**config.mk**
```make
export PLATFORM = sky130hd
export DESIGN_NAME = fetch_stage
export DESIGN_NICKNAME = d
export VERILOG_FILES = /design/src/rtl/core_pkg.sv /design/src/rtl/fetch_stage.sv
export SDC_FILE = /design/constraint.sdc
export NUM_CORES = 1
export LEC_CHECK = 0
export ABC_CLOCK_PERIOD_IN_PS = 1900
export BUFFER_PORTS_ARGS = -buffer_cell sky130_fd_sc_hd__buf_4
export CORE_UTILIZATION = 49
export CTS_CLUSTER_DIAMETER = 30
export DETAILED_ROUTE_END_ITERATION = 12
export GPL_ROUTABILITY_DRIVEN = 0
export PLACE_DENSITY = 0.8
export SLEW_MARGIN = 25
export SYNTH_ARGS = -nofsm -noshare
export SYNTH_HDL_FRONTEND = slang
export SYNTH_SLANG_ARGS = --single-unit
```
**constraint.sdc**
```tcl
create_clock -name clk -period 1.9 [get_ports clk]
set_input_delay 0.38 -clock clk [delete_from_list [all_inputs] [get_ports clk]]
set_output_delay 0.38 -clock clk [all_outputs]
set_load 0.1 [all_outputs]
```
**src/rtl/core_pkg.sv**
```systemverilog
// Shared constants, state encoding and pipeline-register payload for the core.
package core_pkg;

    localparam int unsigned XLEN = 32;

    localparam logic [XLEN-1:0] NOP_INSTR    = 32'h0000_0013;
    localparam logic [XLEN-1:0] EBREAK_INSTR = 32'h0010_0073;

    typedef enum logic {
        FETCH_RUN  = 1'b0,
        FETCH_HALT = 1'b1
    } fetch_state_e;

    typedef struct packed {
        logic            valid;
        logic [XLEN-1:0] instr;
        logic [XLEN-1:0] pc;
    } if_id_t;

endpackage

```
**src/rtl/fetch_stage.sv**
```systemverilog
// Instruction fetch: owns the PC, fills the IF/ID register, parks after EBREAK.
module fetch_stage
    import core_pkg::*;
#(
    parameter int unsigned           DATA_WIDTH = 32,
    parameter logic [DATA_WIDTH-1:0] RESET_PC   = '0
) (
    input  logic                  clk,
    input  logic                  rst_n,
    output logic [DATA_WIDTH-1:0] imem_addr_o,
    input  logic [DATA_WIDTH-1:0] imem_instr_i,
    input  logic                  redirect_i,
    input  logic [DATA_WIDTH-1:0] redirect_pc_i,
    input  logic                  id_ready_i,
    output logic                  id_valid_o,
    output logic [DATA_WIDTH-1:0] id_instr_o,
    output logic [DATA_WIDTH-1:0] id_pc_o,
    output logic                  halted_o
);

    logic [DATA_WIDTH-1:0] pc_q, pc_d;
    if_id_t                if_id_q, if_id_d;
    fetch_state_e          state_q, state_d;
    logic                  halted_q, halted_d;
    logic                  advance;

    // Next-state: redirect beats everything, then advance, then halt drain.
    always_comb begin
        pc_d     = pc_q;
        if_id_d  = if_id_q;
        state_d  = state_q;
        halted_d = halted_q;
        advance  = (state_q == FETCH_RUN) && (!if_id_q.valid || id_ready_i);

        if (redirect_i) begin
            pc_d          = {redirect_pc_i[DATA_WIDTH-1:2], 2'b00};
            if_id_d.valid = 1'b0;
            state_d       = FETCH_RUN;
            halted_d      = 1'b0;
        end else if (advance) begin
            if_id_d.valid = 1'b1;
            if_id_d.instr = XLEN'(imem_instr_i);
            if_id_d.pc    = XLEN'(pc_q);
            pc_d          = pc_q + DATA_WIDTH'(4);
            if (XLEN'(imem_instr_i) == EBREAK_INSTR) begin
                state_d  = FETCH_HALT;
                halted_d = 1'b1;
            end
        end else if (state_q == FETCH_HALT && if_id_q.valid && id_ready_i) begin
            if_id_d.valid = 1'b0;
        end
    end

    // PC, IF/ID register and FSM state.
    always_ff @(posedge clk or negedge rst_n) begin
        if (!rst_n) begin
            pc_q          <= RESET_PC;
            if_id_q.valid <= 1'b0;
            if_id_q.instr <= NOP_INSTR;
            if_id_q.pc    <= '0;
            state_q       <= FETCH_RUN;
            halted_q      <= 1'b0;
        end else begin
            pc_q     <= pc_d;
            if_id_q  <= if_id_d;
            state_q  <= state_d;
            halted_q <= halted_d;
        end
    end

    assign imem_addr_o = pc_q;
    assign id_valid_o  = if_id_q.valid;
    assign id_instr_o  = DATA_WIDTH'(if_id_q.instr);
    assign id_pc_o     = DATA_WIDTH'(if_id_q.pc);
    assign halted_o    = halted_q;

endmodule

```
# Word level (Yosys, flattened, before mapping)

Cells that the tools add are included.

Mux-type cells: 8
Reductions and logical operators: 10
Add/subtract/negate cells: 1
Bitwise logic cells: 2
Equality and inequality tests: 1

Operators with widths:

| operator                                                                | count |
|---|---|
| 32-bit 2-to-1 mux                                                       | 2 |
| 32-bit by 3-bit adder with 32-bit output, second input constant         | 1 |
| 32-bit by 21-bit equality test with 1-bit output, second input constant | 1 |
| 1-bit 2-to-1 mux                                                        | 6 |
| 2-bit AND reduction                                                     | 2 |
| 2-bit nonzero test                                                      | 2 |
| 1-bit logical AND                                                       | 3 |
| 3-bit nonzero test                                                      | 1 |
| 1-bit inverter                                                          | 2 |
| 1-bit zero test                                                         | 1 |
| 1-bit logical OR                                                        | 1 |

Output and inout port bits: 98
Input port bits: 68
Word-level logic and storage cells: 27
Bits in registers: 98

# Longest topological paths before layout

Gate-level depths: netlist of run 1.

Depth in word-level cells: 5
Gate-level depth with buffers: 6
Gate-level depth less buffers: 6

# Worst setup path before layout of run 1

No wires, ideal clock.

Path kind: register -> register
From: reg pc_q[2], in the netlist imem_addr_o[2]
To: reg pc_q[12], in the netlist imem_addr_o[12]
Setup time: 83 ps
Slack: -517 ps
Required time: 1817 ps
Stages on the path, launching flop included: 7
Period minus slack after synthesis: 2417 ps
Arrival: 2334 ps
Buffers on the path: 0
Cells stage by stage: dfrtp_1 > ha_1 > nand4_1 > nor3_1 > nand4_1 > xor2_1 > o21ai_0

Cells in the longest elaborated chain, start to end: 3

Ends and longest elaborated chain:

| what                                     | RTL line          | text |
|---|---|---|
| start, declared                          | fetch_stage.sv:21 | `logic [DATA_WIDTH-1:0] pc_q, pc_d;` |
| start signal, assigned                   | fetch_stage.sv:64 | `pc_q <= pc_d;` |
| 32-bit by 3-bit adder with 32-bit output | fetch_stage.sv:44 | `pc_d = pc_q + DATA_WIDTH'(4);` |
| 32-bit 2-to-1 mux                        | fetch_stage.sv:40 | `end else if (advance) begin` |
| 32-bit 2-to-1 mux                        | fetch_stage.sv:35 | `if (redirect_i) begin` |

No other way between the ends. The select of a mux whose other input is x is not followed.
A chain may end at the register's enable or synchronous reset.

# Worst setup path in the final report of run 1

From: reg if_id_q, in the netlist id_valid_o
To: reg pc_q[15], in the netlist imem_addr_o[15]

Cells in the longest elaborated chain, start to end: 4

Ends and longest elaborated chain:

| what                                | RTL line          | text |
|---|---|---|
| start, declared                     | fetch_stage.sv:22 | `if_id_t if_id_q, if_id_d;` |
| start signal, assigned              | fetch_stage.sv:65 | `if_id_q <= if_id_d;` |
| 1-bit zero test                     | fetch_stage.sv:33 | `advance = (state_q == FETCH_RUN) && (!if_id_q.valid \|\| id_ready_i);` |
| 1-bit logical OR                    | fetch_stage.sv:33 |  |
| 1-bit logical AND                   | fetch_stage.sv:33 |  |
| 2-bit nonzero test (no source line) | --                |  |

No other way between the ends.

==> results of run 1 <==
-- final cells by class --
| class | instances | area, um^2 | share of cell area |
|---|---|---|---|
| Clock buffer | 11 | 141.4 | 0.02370 |
| Clock inverter | 5 | 107.6 | 0.01804 |
| Sequential cell | 94 | 2426 | 0.4068 |
| Inverter | 2 | 7.507 | 0.001259 |
| Multi-Input combinational cell | 234 | 1817 | 0.3046 |
| Timing Repair Buffer | 174 | 1334 | 0.2236 |
| Tap cell | 105 | 131.4 | 0.02203 |
-- Yosys cell counts, types with 2 or more instances --
| library cell | count |
|---|---|
| buf_2 | 6 |
| clkbuf_8 | 4 |
| dfrtp_1 | 91 |
| and3_1 | 2 |
| nor3_2 | 2 |
| nand2_1 | 39 |
| inv_1 | 2 |
| o21ai_0 | 20 |
| mux2_1 | 2 |
| buf_4 | 5 |
| and3_2 | 2 |
| clkbuf_1 | 4 |
| nand3_1 | 11 |
| o21ai_1 | 6 |
| nor3b_1 | 2 |
| o21ai_2 | 2 |
| and4_1 | 2 |
| nor2_1 | 6 |
| dfstp_2 | 3 |
| nor4bb_1 | 2 |
| xor2_1 | 23 |
| nor3_1 | 5 |
| nor4b_1 | 3 |
| nor4_4 | 2 |
| nor4_1 | 3 |
| nand4_1 | 18 |
| mux2_2 | 62 |
| xnor2_1 | 6 |
-- cells by family (layout without fill, tap and decap cells) --
family / after synthesis / count (layout) / share of synthesized area
muxes: 65 / 65 / 0.1704
other: 1 / 4 / 0.0008746
AOI/OAI and AO/OA: 30 / 30 / 0.03764
and+or+nand+nor: 105 / 105 / 0.1430
DFF: 94 / 94 / 0.5495
adders and majority gates: 1 / 1 / 0.002918
xor gates and xnor gates: 29 / 29 / 0.05923
buffers and inverters: 22 / 192 / 0.03648
-- state kept, by name (all words and copies together) (netlist names) --
register	count
halted_o	1
id_instr_o	32
id_valid_o	1
imem_addr_o	30
id_pc_o	30
-- repair_timing --
action | 4_1_cts | 5_1_grt
hold endpoints to repair | 2 | 0
setup buffers | 0 | 2
hold buffers | 1 | 0
resized for setup | 0 | 2
setup endpoints to repair | 0 | 12
-- worst max-delay path, stage by stage (launching register included) --
cell     delay (ns)
dfrtp_4        0.48
nor2b_1        0.17
buf_4          0.18
nor4_2         0.46
nand3_1        0.15
xor2_1         0.17
o21ai_1        0.07
-- metal layers --
| metal | routed length, um | vias up | global-route usage | part of all wire |
|---|---|---|---|---|
| met4 | 92 | 0 | 0.06965 | 0.0090 |
| met3 | 443 | 9 | 0.04705 | 0.043 |
| li1 | - | 1567 | - | - |
| met2 | 5334 | 89 | 0.3839 | 0.52 |
| met1 | 4347 | 1624 | 0.3025 | 0.43 |
| met5 | 0 | - | 0 | 0 |
-- worst max-delay path by stage --
stage / to / slack (ns)
finish: imem_addr_o[15] / 0.09
global route: imem_addr_o[12] / -0.01
CTS: imem_addr_o[30] / 0.06
detailed placement: imem_addr_o[22] / 0.08
global placement: imem_addr_o[30] / 0.11
floorplan: imem_addr_o[31] / 0.02
-- where the power goes --
| part | internal [W] | total [W] | leakage (nW) | switching (W) |
|---|---|---|---|---|
| Combinational | 0.000692 | 0.00309 | 1.46 | 0.00240 |
| Sequential | 0.00230 | 0.00252 | 1.09 | 0.000228 |
| Clock | 0.000916 | 0.00160 | 0.124 | 0.000687 |
| Total | 0.00390 | 0.00722 | 2.67 | 0.00332 |
-- per-stage QoR --
step / std cells / area, um^2
after detailed placement: 606 / 5678
after CTS: 623 / 5937
after global routing: 625 / 5964
after global placement: 606 / 5678
after floorplan: 350 / 4389
final: 625 / 5964
==> metrics.md, run 1 <==
| Metric | Value |
|---|---|
| Status | complete, no violations |
| Critical path class | reg2reg |
| Starting Density | 0.5141 |
| YS warnings | 0 |
| Hold path depth | 3 |
| Commonest non-fill, non-tap cell in the layout | buf_4 |
| VDD IR max | 0.8362 mV |
| R2R depth | 6 |
| Worst Hold Class | in2reg |
| Setup TNS | 0 ns |
| ANT cells | 0 |
| H-tree levels | 3 |
| Die area | slightly above 0.009 mm^2 |
| Row count | 33 |
| Vias/cell | roughly 5.3 |
| Fmax | 0.5534 GHz |
| Reg-to-Reg Start | id_valid_o |
| Top_reg_cell synth | dfrtp_1 |
| Clock Skews | between 0.015 and 0.02 ns |
| Nets | approximately 600 |
| HPWL Detailed | approximately 7.5 mm |
| Reg2Reg Setup Slack | 0.09 ns |
| Sinks on Clock Net | 94 |
| Syn Inst Count | 347 |
| Final-report max-slew violation count | 0 |
| Layout cells sized above 1 | 0.5731 |
| Global-route wire length before repair | 15.89 mm |
| Vias in the first global route | between 3,000 and 4,000 |
| Hold_ws | roughly 0.23 ns |
| Layout area overhead | 39.10% |
| Port-buffer cells | 159 |
| RSZ-0062 raised after global routing | true |
| Critical Path Source | id_valid_o |
| Largest net degree at the start of global routing | ~60 |
| Layout Utilization | 0.7151 |
| Bufs on Longest Clock Path | 2 |
| Initial antenna violation count | 0 |
| Pre-CTS setup slack | ~0.079 ns |
| Detailed Routing Iterations Pass 1 | 4 |
| Routed via count | ~3,300 |
| Total CTS buffers | 9 |
| Critical Path RT | 2.12 ns |
| Distinct cells, synth | 40 |
| Root Buffer | clkbuf_8 |
| Crit path arrival time | between 2 and 2.5 ns |
| Fin. Hold Viols | 0 |
| CTS tree | yes |
| Routed len/inst | between 15 and 20 um |
| Overall Power | ~0.0072 W |
| Clock Latency Late Sink | ~0.35 ns |
| Setup ws final | between 0.09 and 0.1 ns |
| RR Endpoint | imem_addr_o[15] |
| Total GRT Usage | 0.2302 |
| Share of the synthesized area in the top cell type | 0.5311 |
| DRC | 0 |
| Hold Crit Endpoint | imem_addr_o[19] |
| Avg Inst Size Synth | between 10 and 15 um^2 |
| Layout fillers | roughly 590 |
| Fin crit period | 1.807 ns |
| Drt total wl | about 10 mm |
| Antenna-violating nets left | 0 |
| Cell Area, Synth | 0.004288 mm^2 |
| Asr flop ratio synth | 1.000 |
| CP Capture Type | flop |
| Critical Path Fanout Max | 6 |
| Max-Cap Viols | 0 |
| Worst relative slew slack | 0.6353 |
| Top cell type by total area after synthesis | dfrtp_1 |
| Final setup fails | 0 |
| Total gr overflow | 0 |
| Hold Path Origin | redirect_pc_i[19] |
| Clk slew on worst S/H paths | 0.09 ns |
| CP startpoint kind | flop |
| Fin crit share | 0.9510 |
| Most frequent cells in the layout | buf_4 (171), mux2_2 (62), dfrtp_1 (61), nand2_1 (39), xor2_1 (23) |
| Static Leak | approximately 2.7 nW |
| Synthesized flop and latch total | 94 |
| PwrDens | 1210 mW/mm^2 |
| Initial detailed-routing violation count | 96 |
| Die X | about 96 um |
| Area contributors post-synth | dfrtp_1 (53%), mux2_2 (16%), xor2_1 (4.7%), nand2_1 (3.4%), nand4_1 (2.6%) |
| EDFF count, synth | 0 |
| Die Ht | between 90 and 100 um |
| Worst-margin pin slew | approximately 0.55 ns |
| Register area share after synthesis | 0.5495 |
| I/O pin total | ~170 |
| Std-Cell Core Area | about 0.0083 mm^2 |
Note: power is estimated with default switching activity, not from simulation.
==> run 2: changes to the inputs <==
--- a/config.mk
+++ b/config.mk
@@ -8,9 +8,10 @@
 export ABC_CLOCK_PERIOD_IN_PS = 1900
 export BUFFER_PORTS_ARGS = -buffer_cell sky130_fd_sc_hd__buf_4
-export CORE_UTILIZATION = 49
+export CORE_UTILIZATION = 50
+export CTS_BUF_LIST = sky130_fd_sc_hd__clkbuf_8
 export CTS_CLUSTER_DIAMETER = 30
 export DETAILED_ROUTE_END_ITERATION = 12
 export GPL_ROUTABILITY_DRIVEN = 0
-export PLACE_DENSITY = 0.8
+export PLACE_DENSITY = 0.82
 export SLEW_MARGIN = 25
 export SYNTH_ARGS = -nofsm -noshare
==> constraint.sdc (replaced) <==
create_clock -name clk -period 1.9 [get_ports clk]
set_input_delay 0.285 -clock clk [delete_from_list [all_inputs] [get_ports clk]]
set_output_delay 0.285 -clock clk [all_outputs]
set_load 0.1 [all_outputs]
==> run 2 against run 1 <==
Fmax grew 0.74%; cell count shrank 0.96%; total power shrank 2.1%; flip-flop and latch count is the same; worst hold slack lost 0.097 ns; clock skew is essentially flat; final area shrank 1.1%; non-clock buffer count shrank 6; largest cell class unchanged; highest routed layer unchanged.
==> metrics.md, run 2 (same netlist as run 1, synthesis figures left out) <==
| Metric | Value |
|---|---|
| HPWL Detailed | roughly 7.4 mm |
| Die Ht | between 90 and 100 um |
| Clk slew on worst S/H paths | approximately 0.1 ns |
| Overall Power | 0.007069 W |
| Critical path class | reg2reg |
| Layout fillers | slightly above 600 |
| I/O pin total | approximately 170 |
| Commonest non-fill, non-tap cell in the layout | buf_4 |
| H-tree levels | 3 |
| Vias/cell | approximately 5.3 |
| Setup ws final | 0.1065 ns |
| Bufs on Longest Clock Path | 2 |
| Worst-path cell chain | ha_2 > nand4_1 > nor4_4 > buf_6 > nand4_1 > xor2_1 > o21ai_2 |
| DRC | 0 |
| Top Metal Used | met4 |
| Fmax | 0.5576 GHz |
| Antenna-violating nets left | 0 |
| Die area | 0.008950 mm^2 |
| Non-Filler Instances | a little over 600 |
| Setup TNS | 0 ns |
| Root Buffer | clkbuf_8 |
| Worst-margin pin slew | ~0.65 ns |
| Layout cells sized above 1 | 0.5700 |
| Critical Path Fanout Max | 7 |
| Layout area overhead | 37.58% |
| Fin crit period | roughly 1.8 ns |
| Pre-CTS setup slack | -0.1523 ns |
| Fin crit share | 0.9440 |
| Routed via count | approximately 3,300 |
| Final-report max-slew violation count | 0 |
| Most frequent cells in the layout | buf_4 (164), mux2_2 (62), dfrtp_1 (61), nand2_1 (39), xor2_1 (23) |
| Total gr overflow | 0 |
| Final setup fails | 0 |
| Std-Cell Core Area | ~0.0083 mm^2 |
| WL met2 | ~5.2 mm |
| ANT cells | 0 |
| CP dominant cell by count | nand4_1 |
| Global-route wire length before repair | 16.46 mm |
| Worst path slowest cell | dfrtp_4 |
| Total GRT Usage | 0.2383 |
| Max-Cap Viols | 0 |
| Max FFs per register | 32 |
| Detailed Routing Iterations Pass 1 | 4 |
| Met3 wire length | about 500 um |
| Row count | 33 |
| Static Leak | ~2.6 nW |
| Crit path arrival time | about 2.0 ns |
| Port-buffer cells | between 150 and 200 |
| CTS tree | yes |
| Initial antenna violation count | 0 |
| Routed len/inst | around 17 um |
| Multi-input gate area | around 0.0018 mm^2 |
| VDD IR max | approximately 0.85 mV |
| CP Capture Type | flop |
| Critical Path RT | 2.12 ns |
| Fin. Hold Viols | 0 |
| Starting Density | 0.5192 |
| CP startpoint kind | flop |
| Drt total wl | 10.27 mm |
| Reg area | around 0.0024 mm^2 |
| Worst relative slew slack | 0.5635 |
| WL met1 | 4.437 mm |
| Clock Skews | 0.01548 ns |
| Die X | between 90 and 100 um |
| Sinks on Clock Net | 94 |
| Vias in the first global route | 3,323 |
| Crit-path max cell delay | around 0.45 ns |
| Largest net degree at the start of global routing | 95 |
| Clock Latency Late Sink | ~0.35 ns |
| Worst Hold Class | in2reg |
| Status | complete, no violations |
| Total CTS buffers | 9 |
| Nets | roughly 580 |
| Initial detailed-routing violation count | 100 |
| DP Cell Count | between 600 and 700 |
| PwrDens | around 1200 mW/mm^2 |
==> run 2: what timing repair did <==
item,in CTS,in global routing
setup buffers,0,1
hold endpoints to repair,35,0
gates resized for setup,1,3
hold buffers,1,0
setup endpoints to repair,87,8
pin swaps,0,3
==> run 2: path summary, 6_finish.rpt <==
| kind | startpoint | end | slack [ns] | depth (start not counted) |
|---|---|---|---|---|
| max | imem_addr_o[2] | imem_addr_o[18] | 0.11 | 7 |
| min | redirect_pc_i[10] | imem_addr_o[10] | 0.13 | 3 |
| max reg2reg | imem_addr_o[2] | imem_addr_o[18] | 0.11 | 7 |
| min reg2reg | id_instr_o[19] | id_instr_o[19] | 0.50 | 1 |
| max in group asynchronous | rst_n | imem_addr_o[15] | 0.93 | 3 |
| min in group asynchronous | rst_n | id_pc_o[11] | 0.48 | 3 |
==> run 2: through the flow <==
step / hold slack [ns] / cell area (um^2) / util
after floorplan: -0.01059 / 4389 / -
after global placement: 0.3710 / 5640 / 0.6830
after detailed placement: 0.3774 / 5640 / 0.6830
after CTS: 0.1239 / 5877 / 0.7117
after global routing: 0.1397 / 5899 / 0.7144
final: 0.1329 / 5899 / 0.7144
==> run 2: area by class of cell <==
| class | count | share of cell area |
|---|---|---|
| Clock buffer | 10 | 0.02333 |
| Multi-Input combinational cell | 234 | 0.3082 |
| Clock inverter | 6 | 0.01463 |
| Inverter | 2 | 0.001273 |
| Sequential cell | 94 | 0.4112 |
| Timing Repair Buffer | 168 | 0.2191 |
| Tap cell | 105 | 0.02227 |
==> run 2: routing by layer <==
| layer | track usage | vias to the layer above |
|---|---|---|
| met5 | 0 | - |
| met4 | 0.08838 | 0 |
| li1 | - | 1548 |
| met1 | 0.3210 | 1639 |
| met2 | 0.3867 | 112 |
| met3 | 0.04026 | 11 |
==> run 2: critical path: cells and delay by family (launching register included) <==
| family | cells | cell delay [ns] |
|---|---|---|
| xor+xnor | 1 | 0.22 |
| buf+inv | 1 | 0.17 |
| flops | 1 | 0.45 |
| compound gates | 1 | 0.07 |
| simple gates | 3 | 0.55 |
| fa+ha+maj | 1 | 0.20 |
==> run 2: report_power, final <==
| part | leakage (nW) | switching [W] | internal [W] |
|---|---|---|---|
| Sequential | 1.09 | 0.000228 | 0.00230 |
| Clock | 0.118 | 0.000682 | 0.000776 |
| Combinational | 1.43 | 0.00240 | 0.000686 |
==> run 3: changes to the inputs <==
- ABC_AREA: not set -> 1
- ABC_CLOCK_PERIOD_IN_PS: 1900 -> 1500
- CORE_UTILIZATION: 50 -> 45
- PLACE_DENSITY: 0.82 -> 0.76
- clock period: 1.9 -> 1.5 ns (I/O delays scaled with it)
==> run 3 against run 2 <==
The flow now finishes with violations (negative setup slack); first-iteration DRC count rose to 3.5 times the previous value; total power up 28%; synthesized area increased by 8.3%; count of clock-buffer cells in the layout rose by 1; die area is 20% higher; largest cell class unchanged; largest power group unchanged; highest routed layer unchanged.
==> metrics.md, run 3 <==
| Metric | Value |
|---|---|
| Status | complete, but fails checks |
| Violated checks | negative setup slack |
| Top_reg_cell synth | dfrtp_1 |
| Total CTS buffers | 9 |
| Crit-path max cell delay | 0.49 ns |
| Cell Area, Synth | 0.004643 mm^2 |
| Die X | a little over 100 um |
| Row count | 36 |
| Setup ws final | -0.007367 ns |
| EDFF count, synth | 0 |
| Layout area overhead | 43.57% |
| PwrDens | approximately 1400 mW/mm^2 |
| Fin crit share | 1.005 |
| DRC | 0 |
| Static Leak | roughly 3.3 nW |
| Nets | about 840 |
| Initial antenna violation count | 0 |
| Critical path class | reg2reg |
| CP Capture Type | flop |
| H-tree levels | 3 |
| Family with the most delay on the worst path | simple AND/OR/NAND/NOR gates |
| Layout cells sized above 1 | 0.3616 |
| Total GRT Usage | 0.2571 |
| Vias in the first global route | between 4,000 and 5,000 |
| Register area share after synthesis | 0.5074 |
| Clock Latency Late Sink | roughly 0.36 ns |
| Global-route wire length before repair | 22.02 mm |
| RSZ-0062 raised after global routing | true |
| Top cell type by total area after synthesis | dfrtp_1 |
| YS warnings | 0 |
| Port-buffer cells | around 160 |
| Avg Inst Size Synth | between 7 and 8 um^2 |
| Most common cell in the netlist | nand2_1 |
| Worst Hold Class | in2reg |
| Total gr overflow | 0 |
| Worst path slowest cell | dfrtp_4 |
| I/O pin total | 166 |
| Detailed Routing Iterations Pass 1 | 5 |
| Worst-path cell chain | nand2_4 > nand2_8 > nor2_8 > inv_6 > buf_12 > or2_1 > o21a_1 |
| Crit path arrival time | roughly 1.8 ns |
| Drt total wl | 13.64 mm |
| Max FFs per register | 32 |
| Asr flop ratio synth | 1.000 |
| Bufs on Longest Clock Path | 2 |
| CP startpoint kind | flop |
| Overall Power | 0.009038 W |
| Commonest cells in the netlist | nand2_1 (205), dfrtp_1 (91), inv_1 (60) |
| Critical Path Fanout Max | 17 |
| Clock Skews | between 0.01 and 0.015 ns |
| VDD IR max | about 0.63 mV |
| Die area | between 0.01 and 0.015 mm^2 |
| Routed via count | ~4,700 |
| Max-Cap Viols | 0 |
| Std-Cell Core Area | just under 0.01 mm^2 |
| Fin crit period | ~1.5 ns |
| Vias/cell | between 5 and 6 |
| ANT cells | 0 |
| Starting Density | 0.4686 |
| Antenna-violating nets left | 0 |
| Final setup fails | 1 |
| Area contributors post-synth | dfrtp_1 (49%), nand2_1 (17%), o21ai_0 (5.5%), inv_1 (4.9%), nor2_1 (4.4%) |
| Fmax | about 0.66 GHz |
| Hold_ws | 0.06566 ns |
| Routed len/inst | between 10 and 15 um |
| Synthesized flop and latch total | 94 |
| Root Buffer | clkbuf_8 |
| Distinct cells, synth | 38 |
| Die Ht | slightly above 100 um |
| Clk slew on worst S/H paths | about 0.10 ns |
| Layout Utilization | 0.6727 |
| Initial detailed-routing violation count | ~350 |
| HPWL Detailed | around 9.9 mm |
| Syn Inst Count | about 600 |
| CP bufs+invs | 2 |
| Commonest non-fill, non-tap cell in the layout | nand2_1 |
| CTS tree | yes |
| Layout fillers | a little over 800 |
| Critical Path RT | about 1.8 ns |
| Most frequent cells in the layout | nand2_1 (197), buf_4 (173), inv_1 (60), dfrtp_1 (60), o21ai_0 (49) |
| Largest net degree at the start of global routing | 39 |
| Share of the synthesized area in the top cell type | 0.4904 |
| Fin. Hold Viols | 0 |
| Sinks on Clock Net | between 90 and 100 |
| Final-report max-slew violation count | 0 |
## run 3: cell types whose count changed after synthesis, moves of 6 or more
cell / before / now
mux2_2: 62 / 0
nand2_2: 0 / 7
o21ai_0: 20 / 51
o211ai_1: 0 / 7
nor2_1: 6 / 54
nand2_1: 39 / 205
clkbuf_1: 4 / 10
xor2_1: 23 / 3
inv_1: 2 / 60
xnor2_1: 6 / 0
nand3_1: 11 / 35
## run 3: cells by family after synthesis
logic type,Yosys count,share of synthesized area
AOI/OAI and AO/OA,79,0.09593
adders and majority gates,1,0.002694
and+or+nand+nor,332,0.3061
xor gates and xnor gates,3,0.005660
DFF,94,0.5074
other,1,0.0008076
buffers and inverters,91,0.08138
## run 3: report_power, final
group	switching, W	total, W	internal [W]	leakage, nW
clock	0.000892	0.00192	0.00102	0.122
sequential	0.000283	0.00318	0.00290	1.11
combinational	0.00312	0.00394	0.000820	2.09
total	0.00429	0.00904	0.00474	3.32
## run 3: routing by layer
layer  global-route usage  wire length [um]
met2               0.4113              6505
met1               0.3496              6038
met3              0.05160               908
met4              0.08696               184
met5                    0                 0
## run 3: what timing repair did
item | in CTS | in global routing
setup buffers | 0 | 3
gates cloned | 0 | 1
setup endpoints to repair | 2 | 24
gates resized for setup | 1 | 31
pin swaps | 0 | 20
endpoints found under the hold margin | 24 | 0
hold buffers | 1 | 0
## run 3: area by class of cell
| type | count | area (um^2) | area share |
|---|---|---|---|
| clock buffer | 11 | 151.4 | 0.02271 |
| inverter | 65 | 252.7 | 0.03791 |
| sequential | 94 | 2452 | 0.3679 |
| timing repair buffer | 183 | 1468 | 0.2202 |
| tap | 133 | 166.4 | 0.02496 |
| clock inverter | 5 | 76.32 | 0.01145 |
| multi-input combinational | 419 | 2100 | 0.3149 |
## run 3: final timing paths
path | startpoint | to | slack [ns] | depth (start not counted)
max in group asynchronous | rst_n | id_instr_o[1] | 0.58 | 3
hold reg to reg | id_pc_o[10] | id_pc_o[10] | 0.48 | 2
setup / recovery | id_valid_o | id_pc_o[15] | -0.007 | 7
setup reg to reg | id_valid_o | id_pc_o[15] | -0.007 | 7
hold / removal | imem_instr_i[12] | id_instr_o[12] | 0.07 | 3
min in group asynchronous | rst_n | imem_addr_o[13] | 0.35 | 2
## run 3: stage by stage
| stage | setup WS [ns] | TNS (ns) | cells | area [um^2] |
|---|---|---|---|---|
| 2_1_floorplan | -0.1070 | -0.5833 | 604 | 4852 |
| 3_5_place_dp | 0.01333 | 0 | 889 | 6265 |
| 4_1_cts | -0.001856 | -0.001856 | 906 | 6507 |
| 3_3_place_gp | 0.03932 | 0 | 889 | 6265 |
| 5_1_grt | -0.06256 | -0.4895 | 910 | 6666 |
| 6_report | -0.007367 | -0.007367 | 910 | 6666 |
## run 3: worst register-to-register path, cell delays in order, from the launching register on
cell and delay, ns:
dfrtp_4 0.49, nand2_4 0.10, nand2_8 0.08, nor2_8 0.16
inv_6 0.07, buf_12 0.15, or2_1 0.24, o21a_1 0.11
